[config.mk]
export PLATFORM = sky130hd
export DESIGN_NAME = mem_access_unit
export DESIGN_NICKNAME = d
export VERILOG_FILES = /design/src/rtl/mem_access_unit_pkg.sv /design/src/rtl/mem_lane_align.sv /design/src/rtl/mem_access_unit.sv
export SDC_FILE = /design/constraint.sdc
export NUM_CORES = 1
export LEC_CHECK = 0
export CAP_MARGIN = 20
export CORE_ASPECT_RATIO = 0.5
export CORE_MARGIN = 4
export CORE_UTILIZATION = 37
export DETAILED_ROUTE_END_ITERATION = 12
export PLACE_DENSITY = 0.65
export SYNTH_ARGS = -nofsm -noshare
export SYNTH_HDL_FRONTEND = slang
export SYNTH_SLANG_ARGS = --single-unit
[constraint.sdc]
create_clock -name clk -period 4.8 [get_ports clk]
set_input_delay 0.96 -clock clk [delete_from_list [all_inputs] [get_ports clk]]
set_output_delay 0.96 -clock clk [all_outputs]
set_load 0.01 [all_outputs]
[src/rtl/mem_access_unit_pkg.sv]
// Shared types and helpers for the load/store front end and its lane-alignment logic.
package mem_access_unit_pkg;

    localparam int unsigned REG_WIDTH  = 32;
    localparam int unsigned BYTE_WIDTH = 8;
    localparam int unsigned HALF_WIDTH = 16;

    typedef enum logic [1:0] {
        MEM_B = 2'd0,
        MEM_H = 2'd1,
        MEM_W = 2'd2
    } mem_size_e;

    typedef enum logic [2:0] {
        IDLE  = 3'd0,
        READ  = 3'd1,
        WAIT  = 3'd2,
        WRITE = 3'd3,
        RESP  = 3'd4
    } mau_state_e;

    // Encoding 3 is folded into a word access.
    function automatic mem_size_e norm_size(input logic [1:0] size);
        return (size == 2'd3) ? MEM_W : mem_size_e'(size);
    endfunction

    function automatic logic is_misaligned(input mem_size_e size, input logic [1:0] lane);
        case (size)
            MEM_B:   return 1'b0;
            MEM_H:   return lane[0];
            default: return (lane != 2'd0);
        endcase
    endfunction

endpackage

[src/rtl/mem_lane_align.sv]
// Little-endian lane extraction/extension for loads and lane merge for sub-word stores.
module mem_lane_align
    import mem_access_unit_pkg::*;
(
    input  mem_size_e            size,
    input  logic                 sign_ext,
    input  logic [1:0]           lane,
    input  logic [REG_WIDTH-1:0] rword,
    input  logic [REG_WIDTH-1:0] wdata,
    output logic [REG_WIDTH-1:0] load_data_c,
    output logic [REG_WIDTH-1:0] merge_data_c
);

    logic [BYTE_WIDTH-1:0] byte_sel;
    logic [HALF_WIDTH-1:0] half_sel;

    always_comb begin
        byte_sel = rword[{lane, 3'b000} +: BYTE_WIDTH];
        half_sel = rword[{lane[1], 4'b0000} +: HALF_WIDTH];
    end

    always_comb begin
        load_data_c = rword;
        case (size)
            MEM_B:   load_data_c = {{(REG_WIDTH - BYTE_WIDTH){sign_ext & byte_sel[BYTE_WIDTH-1]}}, byte_sel};
            MEM_H:   load_data_c = {{(REG_WIDTH - HALF_WIDTH){sign_ext & half_sel[HALF_WIDTH-1]}}, half_sel};
            default: load_data_c = rword;
        endcase
    end

    // Unselected lanes of the read word are preserved.
    always_comb begin
        merge_data_c = rword;
        case (size)
            MEM_B:   merge_data_c[{lane, 3'b000} +: BYTE_WIDTH]    = wdata[BYTE_WIDTH-1:0];
            MEM_H:   merge_data_c[{lane[1], 4'b0000} +: HALF_WIDTH] = wdata[HALF_WIDTH-1:0];
            default: merge_data_c = wdata;
        endcase
    end

endmodule

[src/rtl/mem_access_unit.sv]
// Load/store front end: byte/half/word requests to word-wide BRAM accesses,
// with read-modify-write for sub-word stores and misalignment reporting.
module mem_access_unit
    import mem_access_unit_pkg::*;
(
    input  logic                 clk,
    input  logic                 rst,
    input  logic                 req_valid,
    output logic                 req_ready,
    input  logic                 req_we,
    input  logic [1:0]           req_size,
    input  logic                 req_signed,
    input  logic [REG_WIDTH-1:0] req_addr,
    input  logic [REG_WIDTH-1:0] req_wdata,
    output logic                 resp_valid,
    output logic [REG_WIDTH-1:0] resp_rdata,
    output logic                 resp_err,
    output logic                 mem_read_req,
    output logic [REG_WIDTH-1:0] mem_addr,
    output logic                 mem_write_ena,
    output logic [REG_WIDTH-1:0] mem_write_data,
    input  logic [REG_WIDTH-1:0] mem_read_data,
    input  logic                 mem_read_valid
);

    mau_state_e state, next_state;

    logic                 we_q;
    mem_size_e            size_q;
    logic                 sgn_q;
    logic [1:0]           lane_q;
    logic [REG_WIDTH-1:0] wdata_q;

    logic                 handshake_c;
    mem_size_e            req_size_c;
    logic                 misaligned_c;
    logic [REG_WIDTH-1:0] load_data_c;
    logic [REG_WIDTH-1:0] merge_data_c;

    logic                 req_ready_d;
    logic                 resp_valid_d;
    logic [REG_WIDTH-1:0] resp_rdata_d;
    logic                 resp_err_d;
    logic                 mem_read_req_d;
    logic [REG_WIDTH-1:0] mem_addr_d;
    logic                 mem_write_ena_d;
    logic [REG_WIDTH-1:0] mem_write_data_d;

    always_comb begin
        handshake_c  = req_valid & req_ready;
        req_size_c   = norm_size(req_size);
        misaligned_c = is_misaligned(req_size_c, req_addr[1:0]);
    end

    mem_lane_align u_lane_align (
        .size         (size_q),
        .sign_ext     (sgn_q),
        .lane         (lane_q),
        .rword        (mem_read_data),
        .wdata        (wdata_q),
        .load_data_c  (load_data_c),
        .merge_data_c (merge_data_c)
    );

    always_ff @(posedge clk or posedge rst) begin
        if (rst) state <= IDLE;
        else     state <= next_state;
    end

    always_comb begin
        next_state = state;
        case (state)
            IDLE: begin
                if (handshake_c) begin
                    if (misaligned_c)                       next_state = RESP;
                    else if (req_we && req_size_c == MEM_W) next_state = WRITE;
                    else                                    next_state = READ;
                end
            end
            READ:    next_state = WAIT;
            WAIT:    if (mem_read_valid) next_state = we_q ? WRITE : RESP;
            WRITE:   next_state = RESP;
            RESP:    next_state = IDLE;
            default: next_state = IDLE;
        endcase
    end

    // Next values of the registered outputs, decoded from the upcoming state.
    always_comb begin
        req_ready_d      = (next_state == IDLE);
        resp_valid_d     = (next_state == RESP);
        mem_read_req_d   = (next_state == READ);
        mem_write_ena_d  = (next_state == WRITE);
        resp_err_d       = (state == IDLE) && (next_state == RESP);
        resp_rdata_d     = resp_rdata;
        mem_addr_d       = mem_addr;
        mem_write_data_d = mem_write_data;
        case (state)
            IDLE: begin
                if (handshake_c) begin
                    resp_rdata_d     = '0;
                    mem_addr_d       = {2'b00, req_addr[REG_WIDTH-1:2]};
                    mem_write_data_d = req_wdata;
                end
            end
            WAIT: begin
                if (mem_read_valid) begin
                    if (we_q) mem_write_data_d = merge_data_c;
                    else      resp_rdata_d     = load_data_c;
                end
            end
            default: ;
        endcase
    end

    always_ff @(posedge clk or posedge rst) begin
        if (rst) begin
            req_ready      <= 1'b1;
            resp_valid     <= 1'b0;
            resp_rdata     <= '0;
            resp_err       <= 1'b0;
            mem_read_req   <= 1'b0;
            mem_addr       <= '0;
            mem_write_ena  <= 1'b0;
            mem_write_data <= '0;
        end else begin
            req_ready      <= req_ready_d;
            resp_valid     <= resp_valid_d;
            resp_rdata     <= resp_rdata_d;
            resp_err       <= resp_err_d;
            mem_read_req   <= mem_read_req_d;
            mem_addr       <= mem_addr_d;
            mem_write_ena  <= mem_write_ena_d;
            mem_write_data <= mem_write_data_d;
        end
    end

    // Request attributes held for the lane logic during WAIT.
    always_ff @(posedge clk or posedge rst) begin
        if (rst) begin
            we_q    <= 1'b0;
            size_q  <= MEM_B;
            sgn_q   <= 1'b0;
            lane_q  <= 2'd0;
            wdata_q <= '0;
        end else if (handshake_c) begin
            we_q    <= req_we;
            size_q  <= req_size_c;
            sgn_q   <= req_signed;
            lane_q  <= req_addr[1:0];
            wdata_q <= req_wdata;
        end
    end

endmodule

==> impl_metrics.tcl, run 1 <==
set metrics [dict create \
    status "finished, final reports clean" \
    syn2layout_area_growth_pct 39.36 \
    cts-htree-levels 4 \
    final_area_sq_mm 0.009679 \
    synth_area_sq_mm 0.006945 \
    ctsResizeCount 0 \
    vias 5912 \
    start_util_pct 37.76 \
    wirelength_mm 22.74 \
    ys_seq_area_share_pct 50.46 \
    syn_area_per_cell_sq_um 11.37 \
    cp_max_fo 32 \
    place_ws_ps 1482 \
    synth_top_area_share_pct 50.08 \
    p_leak_nw 4.041 \
    fin_ws_ps 1816 \
    cts_buffers 17 \
    synth_most_common_cell "dfrtp_1" \
    hold_viol_final 0 \
    cts_setup_buffers 0 \
    ys.flop_type "dfrtp_1" \
    timing.fmax_mhz 335.1 \
    ant_nets 0 \
    tritoncts "built" \
    design.final.nets 896 \
    core_area_sq_mm 0.01839 \
    drcViolationCount 0 \
    synth_top_area_cell "dfrtp_1" \
    min_path_type "reg -> reg" \
    placed_area_sq_mm 0.009071 \
    insertion_delay_ps 430 \
    ir_drop_v 0.0002884 \
    p_per_area_mw_per_mm2 678.2 \
    grt_pass1_vias 5906 \
    grt_usage_pct 21.48 \
    total_power_w 0.006564 \
    cts-root-buf "clkbuf_16" \
    hpwlAfterDp_mm 16.65 \
    syn_inst 611 \
    seq_area_sq_mm 0.003505 \
    postCtsHoldBufs 0 \
    fillCellCount 1590 \
    grt_pass1_wl_mm 35.41 \
    drv_slew 0 \
    synth.area.top_cells "dfrtp_1 (50%), mux2_2 (6.3%), a221o_1 (5.6%)" \
    tightestPinTransition_ps 942.8 \
    port_buffers 202 \
    multi_input_area_sq_mm 0.003129 \
    yosysWarnings 0 \
    first_pass_iters 7 \
    clock_path_buffers 2 \
    synth.top_cells.by_count "dfrtp_1 (139), nand2_1 (94), a221o_1 (39), mux2_2 (39), o2bb2ai_1 (39)" \
    dieArea_sq_mm 0.02116 \
    clkTransAtPathRegs_ps 60 \
    grt.overflow.total 0 \
    synth_edf_count 0 \
    skew_ps 14.58 \
    gp_congestion 0.8591 \
    synth_cell_type_count 52 \
    rsz0062_at_grt "false" \
    finalCritPeriodShare_pct 62.17 \
    drive_gt1_share_pct 14.00 \
    endpoint_kind "flip-flop" \
    crit_arrival_ps 3290 \
    synth_seq_cells 140 \
    dieHeight_um 104.9 \
    num_io_pins 205 \
    rows 35 \
    setup_violations 0 \
    ys_async_sr_fraction_pct 100.0 \
    required_ps 5100 \
    diodes 0 \
    fin_tns_setup_ps 0 \
    antenna_found_initial 0 \
    maxCapViolCount 0 \
    via_per_inst 5.685 \
    grt_max_degree 93 \
    min_period_ps 2984 \
    drtIter0Drc 504 \
    hold_ws_ps 473.4 \
    clock-sinks 140 \
    dieWidth_um 201.8 \
    wl_per_cell_um 21.86 \
    timing.slew.headroom_pct 36.80 \
    critPathKind "reg -> reg" \
    cp-start-kind "flip-flop" \
]
critical path, stage by stage (launching register included):
cell and delay [ps]:
dfrtp_1 440, nor3b_2 780, buf_4 330, and2_1 590
nor2_4 290, a221o_1 420
worst paths after layout:
kind                         startpoint        endpoint  slack, ps  cells past startpoint
setup / recovery               state[0]  resp_rdata[13]       1820                      5
hold / removal             mem_addr[16]    mem_addr[16]        470                      2
setup reg to reg               state[0]  resp_rdata[13]       1820                      5
hold reg to reg            mem_addr[16]    mem_addr[16]        470                      2
max in group asynchronous           rst  resp_rdata[26]       2840                      3
min in group asynchronous           rst     mem_addr[9]       1080                      2
flip-flops by register name, indices dropped and copies added, names as in the netlist, 2 cells and up:
register / count
state: 3
size_q: 2
lane_q: 2
mem_write_data: 32
mem_addr: 30
wdata_q: 32
resp_rdata: 32
per-layer routing:
layer,part of all wire (%),vias to the layer above,track usage (%),wire length [um]
li1,-,2670,-,-
met1,44,2918,30.50,9963
met2,44,280,31.13,10050
met3,9.8,44,7.318,2231
met4,2.2,0,6.433,491
met5,0,-,0,0
power breakdown:
group | total [W] | switching, W | leakage (nW) | internal (W)
clock network | 0.00137 | 0.000536 | 0.296 | 0.000833
registers | 0.00219 | 0.000473 | 1.75 | 0.00171
logic | 0.00301 | 0.00150 | 1.99 | 0.00151
total | 0.00656 | 0.00251 | 4.04 | 0.00406
final cells by class:
class,instances,share of cell area (%)
clock inverter,14,1.745
tap,240,3.102
multi-input combinational,412,32.33
clock buffer,18,4.537
timing repair buffer,212,21.87
inverter,4,0.2068
sequential,140,36.21
metrics by stage:
step	instances	utilization, %
after floorplan	612	-
after CTS	1040	52.63
after global routing	1040	52.63
after detailed placement	1008	49.32
after global placement	1007	49.17
final	1040	52.63
cells in the final DEF (no fill, tap or decap), drive strengths merged, types with 4 or more instances in the layout:
cell type	count
inv	6
buf	10
a22o	8
a41o	8
a221oi	16
mux2i	10
nand2b	5
mux2	39
clkdlybuf4s50	202
nor2b	6
a21oi	15
clkinv	7
and3	4
ha	5
mux4	7
o221ai	7
nor2	26
o2bb2ai	39
nand2	94
clkbuf	18
dfrtp	139
a221o	39
nor4b	8
a211oi	16
nor3	5
o21ai	28
cells by family after synthesis:
kind of cell,synth area share (%)
AOI/OAI and AO/OA,22.27
and+or+nand+nor,11.75
DFF,50.46
buffers and inverters,4.540
muxes,10.03
adders and majority gates,0.9007
other,0.05399
(Power assumes the default switching activity.)
==> inputs of run 2 (changes only) <==
==> constraint.sdc (replaced) <==
create_clock -name clk -period 2.6 [get_ports clk]
set_input_delay 0.52 -clock clk [delete_from_list [all_inputs] [get_ports clk]]
set_output_delay 0.52 -clock clk [all_outputs]
set_load 0.01 [all_outputs]
==> impl_metrics.tcl, run 2 (synthesized netlist as in run 1, its figures left out) <==
set metrics [dict create \
    hold_viol_final 0 \
    insertion_delay_ps 420 \
    vias 6005 \
    syn2layout_area_growth_pct 41.38 \
    gp_congestion 0.9352 \
    dieHeight_um 104.9 \
    cp-start-kind "flip-flop" \
    wirelength_mm 23.12 \
    via_per_inst 5.676 \
    status "finished, final reports clean" \
    required_ps 2950 \
    final_common_cell "clkdlybuf4s50_1" \
    cts_setup_buffers 0 \
    ant_nets 0 \
    num_io_pins 205 \
    timing.slew.headroom_pct 31.90 \
    multi_input_area_sq_mm 0.003129 \
    clkTransAtPathRegs_ps 60 \
    wl_per_cell_um 21.85 \
    crit_chain "inv_1 > ha_1 > nor3b_2 > and3_1 > a211oi_1 > o2bb2ai_1" \
    p_comb_share_pct 47.1 \
    maxCapViolCount 0 \
    core_area_sq_mm 0.01839 \
    rows 35 \
    dieWidth_um 201.8 \
    p_sw_share_pct 38.22 \
    hpwlAfterDp_mm 17.12 \
    drv_slew 0 \
    seqPwrFrac_pct 33.0 \
    clock_path_buffers 2 \
    rsz0062_at_grt "false" \
    p_leak_nw 4.127 \
    endpoint_kind "flip-flop" \
    p_int_w 0.007505 \
    cts_buffers 17 \
    cts-root-buf "clkbuf_16" \
    antenna_found_initial 0 \
    tightestPinTransition_ps 1016 \
    design.final.nets 914 \
    p_per_area_mw_per_mm2 1237 \
    min_path_type "reg -> reg" \
    final_cell_mix "clkdlybuf4s50_1 (202), dfrtp_1 (139), nand2_1 (94)" \
    finalCritPeriodShare_pct 89.22 \
    ctsResizeCount 0 \
    r2r_start "lane_q[0]" \
    ir_drop_v 0.0006456 \
    critPathSlowestCell "and3_1" \
    cts-htree-levels 4 \
    post-route-util_pct 53.39 \
    tritoncts "built" \
    fin_tns_setup_ps 0 \
    grt_usage_pct 21.64 \
    rrSetupSlack_ps 280 \
    min-delay-start "mem_addr[18]" \
    hold_depth 2 \
    grt_max_degree 88 \
    clock-sinks 140 \
    critPathMaxStageDelay_ps 530 \
    skew_ps 9.741 \
    grt.overflow.total 0 \
    drcViolationCount 0 \
    timing.fmax_mhz 431.1 \
    dieArea_sq_mm 0.02116 \
    switching_power_w 0.004644 \
    hold_end "mem_addr[18]" \
    setup_violations 0 \
    grt_pass1_wl_mm 35.80 \
    reg2regPathDepth 6 \
    clkPwrFrac_pct 19.9 \
    grt_pass1_vias 6072 \
    first_pass_iters 5 \
    cp_max_fo 9 \
    drtIter0Drc 402 \
    seq_area_sq_mm 0.003505 \
    min_period_ps 2320 \
    fillCellCount 1627 \
    drive_gt1_share_pct 15.77 \
    crit_arrival_ps 2670 \
    critPathKind "reg -> reg" \
    diodes 0 \
    reg2reg_to "mem_write_data[21]" \
    largestRegisters "mem_write_data x32, resp_rdata x32, wdata_q x32" \
    port_buffers 202 \
    start_util_pct 37.76 \
    postCtsHoldBufs 0 \
]
==> run 2: cell count changes in the layout (fill, tap and decap cells not counted) <==
cell        delta
buf_4         +15
clkinvlp_4     +1
clkinv_4       -1
clkbuf_8       +4
buf_16         -1
bufinv_16      -2
clkinv_2       -1
inv_6          -2
buf_12         +4
clkbuf_1       +1
==> run 2: final cells by class <==
type / count / area share [%]
inverter: 4 / 0.1911
timing repair buffer: 230 / 23.24
clock buffer: 23 / 5.071
sequential: 140 / 35.69
tap: 240 / 3.058
clock inverter: 9 / 0.8792
multi-input combinational: 412 / 31.87
==> run 2: stage by stage <==
| stage | power (W) | setup slack (ps) | instances | instance area, sq um | hold WS [ps] |
|---|---|---|---|---|---|
| floorplan | 0.007206 | 331.7 | 612 | 6953 | 479.9 |
| global placement | 0.009630 | 47.19 | 1026 | 9235 | 457.0 |
| detailed placement | 0.009727 | -48.11 | 1026 | 9235 | 460.7 |
| CTS | 0.01217 | 333.5 | 1058 | 9819 | 482.5 |
| global route | 0.01286 | 155.3 | 1058 | 9819 | 505.0 |
| finish | 0.01215 | 280.3 | 1058 | 9819 | 474.9 |
==> run 2: worst max-delay path by stage <==
stage                         end           start  slack [ps]  cells past startpoint
2_1_floorplan           lane_q[0]             rst         330                      1
3_3_place_gp       resp_rdata[21]  mem_read_valid          50                      6
3_5_place_dp       resp_rdata[26]  mem_read_valid         -50                      6
4_1_cts        mem_write_data[21]       lane_q[0]         330                      6
5_1_grt        mem_write_data[23]       lane_q[0]         160                      6
6_report       mem_write_data[21]       lane_q[0]         280                      6
==> run 2: per-layer routing <==
layer / track usage, % / share of wire (%) / vias to the layer above
met3: 7.845 / 10 / 37
met2: 32.86 / 44 / 276
met1: 29.83 / 45 / 2989
met5: 0 / 0 / -
li1: - / - / 2703
met4: 4.922 / 1.5 / 0
==> run 2: power by group through the flow <==
| stage | sequential, W | clock (W) | combinational [W] |
|---|---|---|---|
| finish | 0.00401 | 0.00241 | 0.00572 |
| global route | 0.00413 | 0.00254 | 0.00619 |
| global placement | 0.00401 | 0 | 0.00562 |
| floorplan | 0.00405 | 0 | 0.00316 |
| CTS | 0.00400 | 0.00245 | 0.00573 |
| detailed placement | 0.00401 | 0 | 0.00572 |
==> run 2: critical path: cells and delay by family (launching register included) <==
family / cells / cell delay (ps)
DFF: 1 / 440
AOI/OAI and AO/OA: 2 / 390
and+or+nand+nor: 2 / 990
buffers and inverters: 1 / 110
adders and majority gates: 1 / 310
==> inputs of run 3 (changes only) <==
--- a/config.mk
+++ b/config.mk
@@ -6,11 +6,14 @@
 export NUM_CORES = 1
 export LEC_CHECK = 0
 export CAP_MARGIN = 20
+export CELL_PAD_IN_SITES_DETAIL_PLACEMENT = 1
+export CELL_PAD_IN_SITES_GLOBAL_PLACEMENT = 1
 export CORE_ASPECT_RATIO = 0.5
 export CORE_MARGIN = 4
-export CORE_UTILIZATION = 37
+export CORE_UTILIZATION = 33
 export DETAILED_ROUTE_END_ITERATION = 12
-export PLACE_DENSITY = 0.65
+export PLACE_DENSITY = 0.73
+export SKIP_CTS_REPAIR_TIMING = 1
 export SYNTH_ARGS = -nofsm -noshare
 export SYNTH_HDL_FRONTEND = slang
 export SYNTH_SLANG_ARGS = --single-unit
==> constraint.sdc (replaced) <==
create_clock -name clk -period 2.6 [get_ports clk]
set_input_delay 0.52 -clock clk [delete_from_list [all_inputs] [get_ports clk]]
set_output_delay 0.52 -clock clk [all_outputs]
set_load 0.05 [all_outputs]
==> impl_metrics.tcl, run 3 (synthesized netlist as in run 1, its figures left out) <==
set metrics [dict create \
    grt_pass1_vias 6439 \
    p_leak_nw 4.095 \
    drv_slew 0 \
    start_util_pct 33.71 \
    wirelength_mm 25.34 \
    final_area_sq_mm 0.009829 \
    critical_path.top_delay_family "simple AND/OR/NAND/NOR gates" \
    antenna_found_initial 1 \
    skew_ps 9.707 \
    setup_violations 0 \
    diodes 0 \
    place_ws_ps -98.49 \
    p_per_area_mw_per_mm2 1444 \
    endpoint_kind "flip-flop" \
    seqPwrFrac_pct 28.2 \
    tightestPinTransition_ps 1065 \
    port_buffers 202 \
    hpwlAfterDp_mm 18.97 \
    hold_viol_final 0 \
    insertion_delay_ps 420 \
    final_common_cell "clkdlybuf4s50_1" \
    critPathSlowestCell "nor3_2" \
    min_period_ps 2360 \
    largestRegisters "mem_write_data x32, resp_rdata x32, wdata_q x32" \
    grt_max_degree 107 \
    ir_drop_v 0.0005633 \
    clock_path_buffers 2 \
    grt_pass1_wl_mm 39.45 \
    drcViolationCount 0 \
    fin_tns_setup_ps 0 \
    clkTransAtPathRegs_ps 70 \
    required_ps 2950 \
    syn2layout_area_growth_pct 41.52 \
    drive_gt1_share_pct 15.79 \
    drtIter0Drc 313 \
    cp_max_fo 16 \
    timing.slew.headroom_pct 28.58 \
    switching_power_w 0.006786 \
    cts-htree-levels 4 \
    placed_area_sq_mm 0.009256 \
    core_area_sq_mm 0.02060 \
    critPathKind "reg -> reg" \
    crit_chain "nor3b_2 > nand3_1 > nor3_2 > a221o_1" \
    grt_usage_pct 21.61 \
    gp_congestion 0.8986 \
    grt.overflow.total 0 \
    design.final.nets 913 \
    p_comb_share_pct 55.0 \
    maxCapViolCount 0 \
    num_io_pins 205 \
    dieWidth_um 213.2 \
    cp-start-kind "flip-flop" \
    timing.fmax_mhz 423.8 \
    crit_arrival_ps 2710 \
    via_per_inst 5.508 \
    clock-sinks 140 \
    cp_num_buf_inv 0 \
    final_cell_mix "clkdlybuf4s50_1 (202), dfrtp_1 (139), nand2_1 (94)" \
    status "finished, final reports clean" \
    fin_ws_ps 240.4 \
    wl_per_cell_um 23.25 \
    cts_buffers 17 \
    dieHeight_um 110.6 \
    first_pass_iters 4 \
    ant_nets 0 \
    critPathMaxStageDelay_ps 840 \
    p_sw_share_pct 47.81 \
    tritoncts "built" \
    cts-root-buf "clkbuf_16" \
    rsz0062_at_grt "false" \
    finalCritPeriodShare_pct 90.75 \
    rows 37 \
    p_int_w 0.007407 \
    dieArea_sq_mm 0.02357 \
    clkPwrFrac_pct 16.8 \
    vias 6004 \
    min_path_type "in -> async" \
]
-- run 3: cell types whose count changed in the layout (fill, tap and decap cells not counted), sizes merged --
cell / delta
clkbuf: -5
clkinvlp: +3
buf: -1
inv: +5
clkinv: -3
-- run 3: per-stage QoR --
step                utilization, %  hold WS [ps]  std cells  total power (W)
finish                       47.71         386.7       1090          0.01419
global placement             44.93         456.2       1058          0.01167
detailed placement           44.93         461.7       1058          0.01185
CTS                          47.71         378.7       1090          0.01429
global route                 47.71         409.2       1090          0.01498
floorplan                        -         479.9        612         0.009136
-- run 3: layout make-up --
class                   count  area, sq um
clock buffers              18        439.2
clock inverters            14        133.9
fillers                  2175        10770
inverters                   4        18.77
multi-input cells         412         3129
flip-flops and latches    140         3505
well taps                 273        341.6
repair buffers            229         2262
-- run 3: power groups by stage --
stage | Combinational (W) | Clock (W) | Sequential, W
finish | 0.00780 | 0.00238 | 0.00401
global route | 0.00829 | 0.00255 | 0.00414
CTS | 0.00784 | 0.00244 | 0.00401
detailed placement | 0.00781 | 0 | 0.00404
global placement | 0.00766 | 0 | 0.00401
floorplan | 0.00316 | 0 | 0.00598
-- run 3: worst paths after layout --
check                            start             end  slack [ps]  cells after the start
max                           state[2]  resp_rdata[16]         240                      4
min                                rst     wdata_q[26]         390                      2
max reg2reg                   state[2]  resp_rdata[16]         240                      4
min reg2reg                mem_addr[0]     mem_addr[0]         470                      2
max in group asynchronous          rst  resp_rdata[12]        1370                      3
min in group clk           mem_addr[0]     mem_addr[0]         470                      2
-- run 3: per-layer routing --
layer	track usage, %	routed length (um)	up-vias
met5	0	13	-
met4	4.900	358	2
met3	6.245	1682	27
met2	33.86	11850	187
met1	29.78	11440	3079
li1	-	-	2709
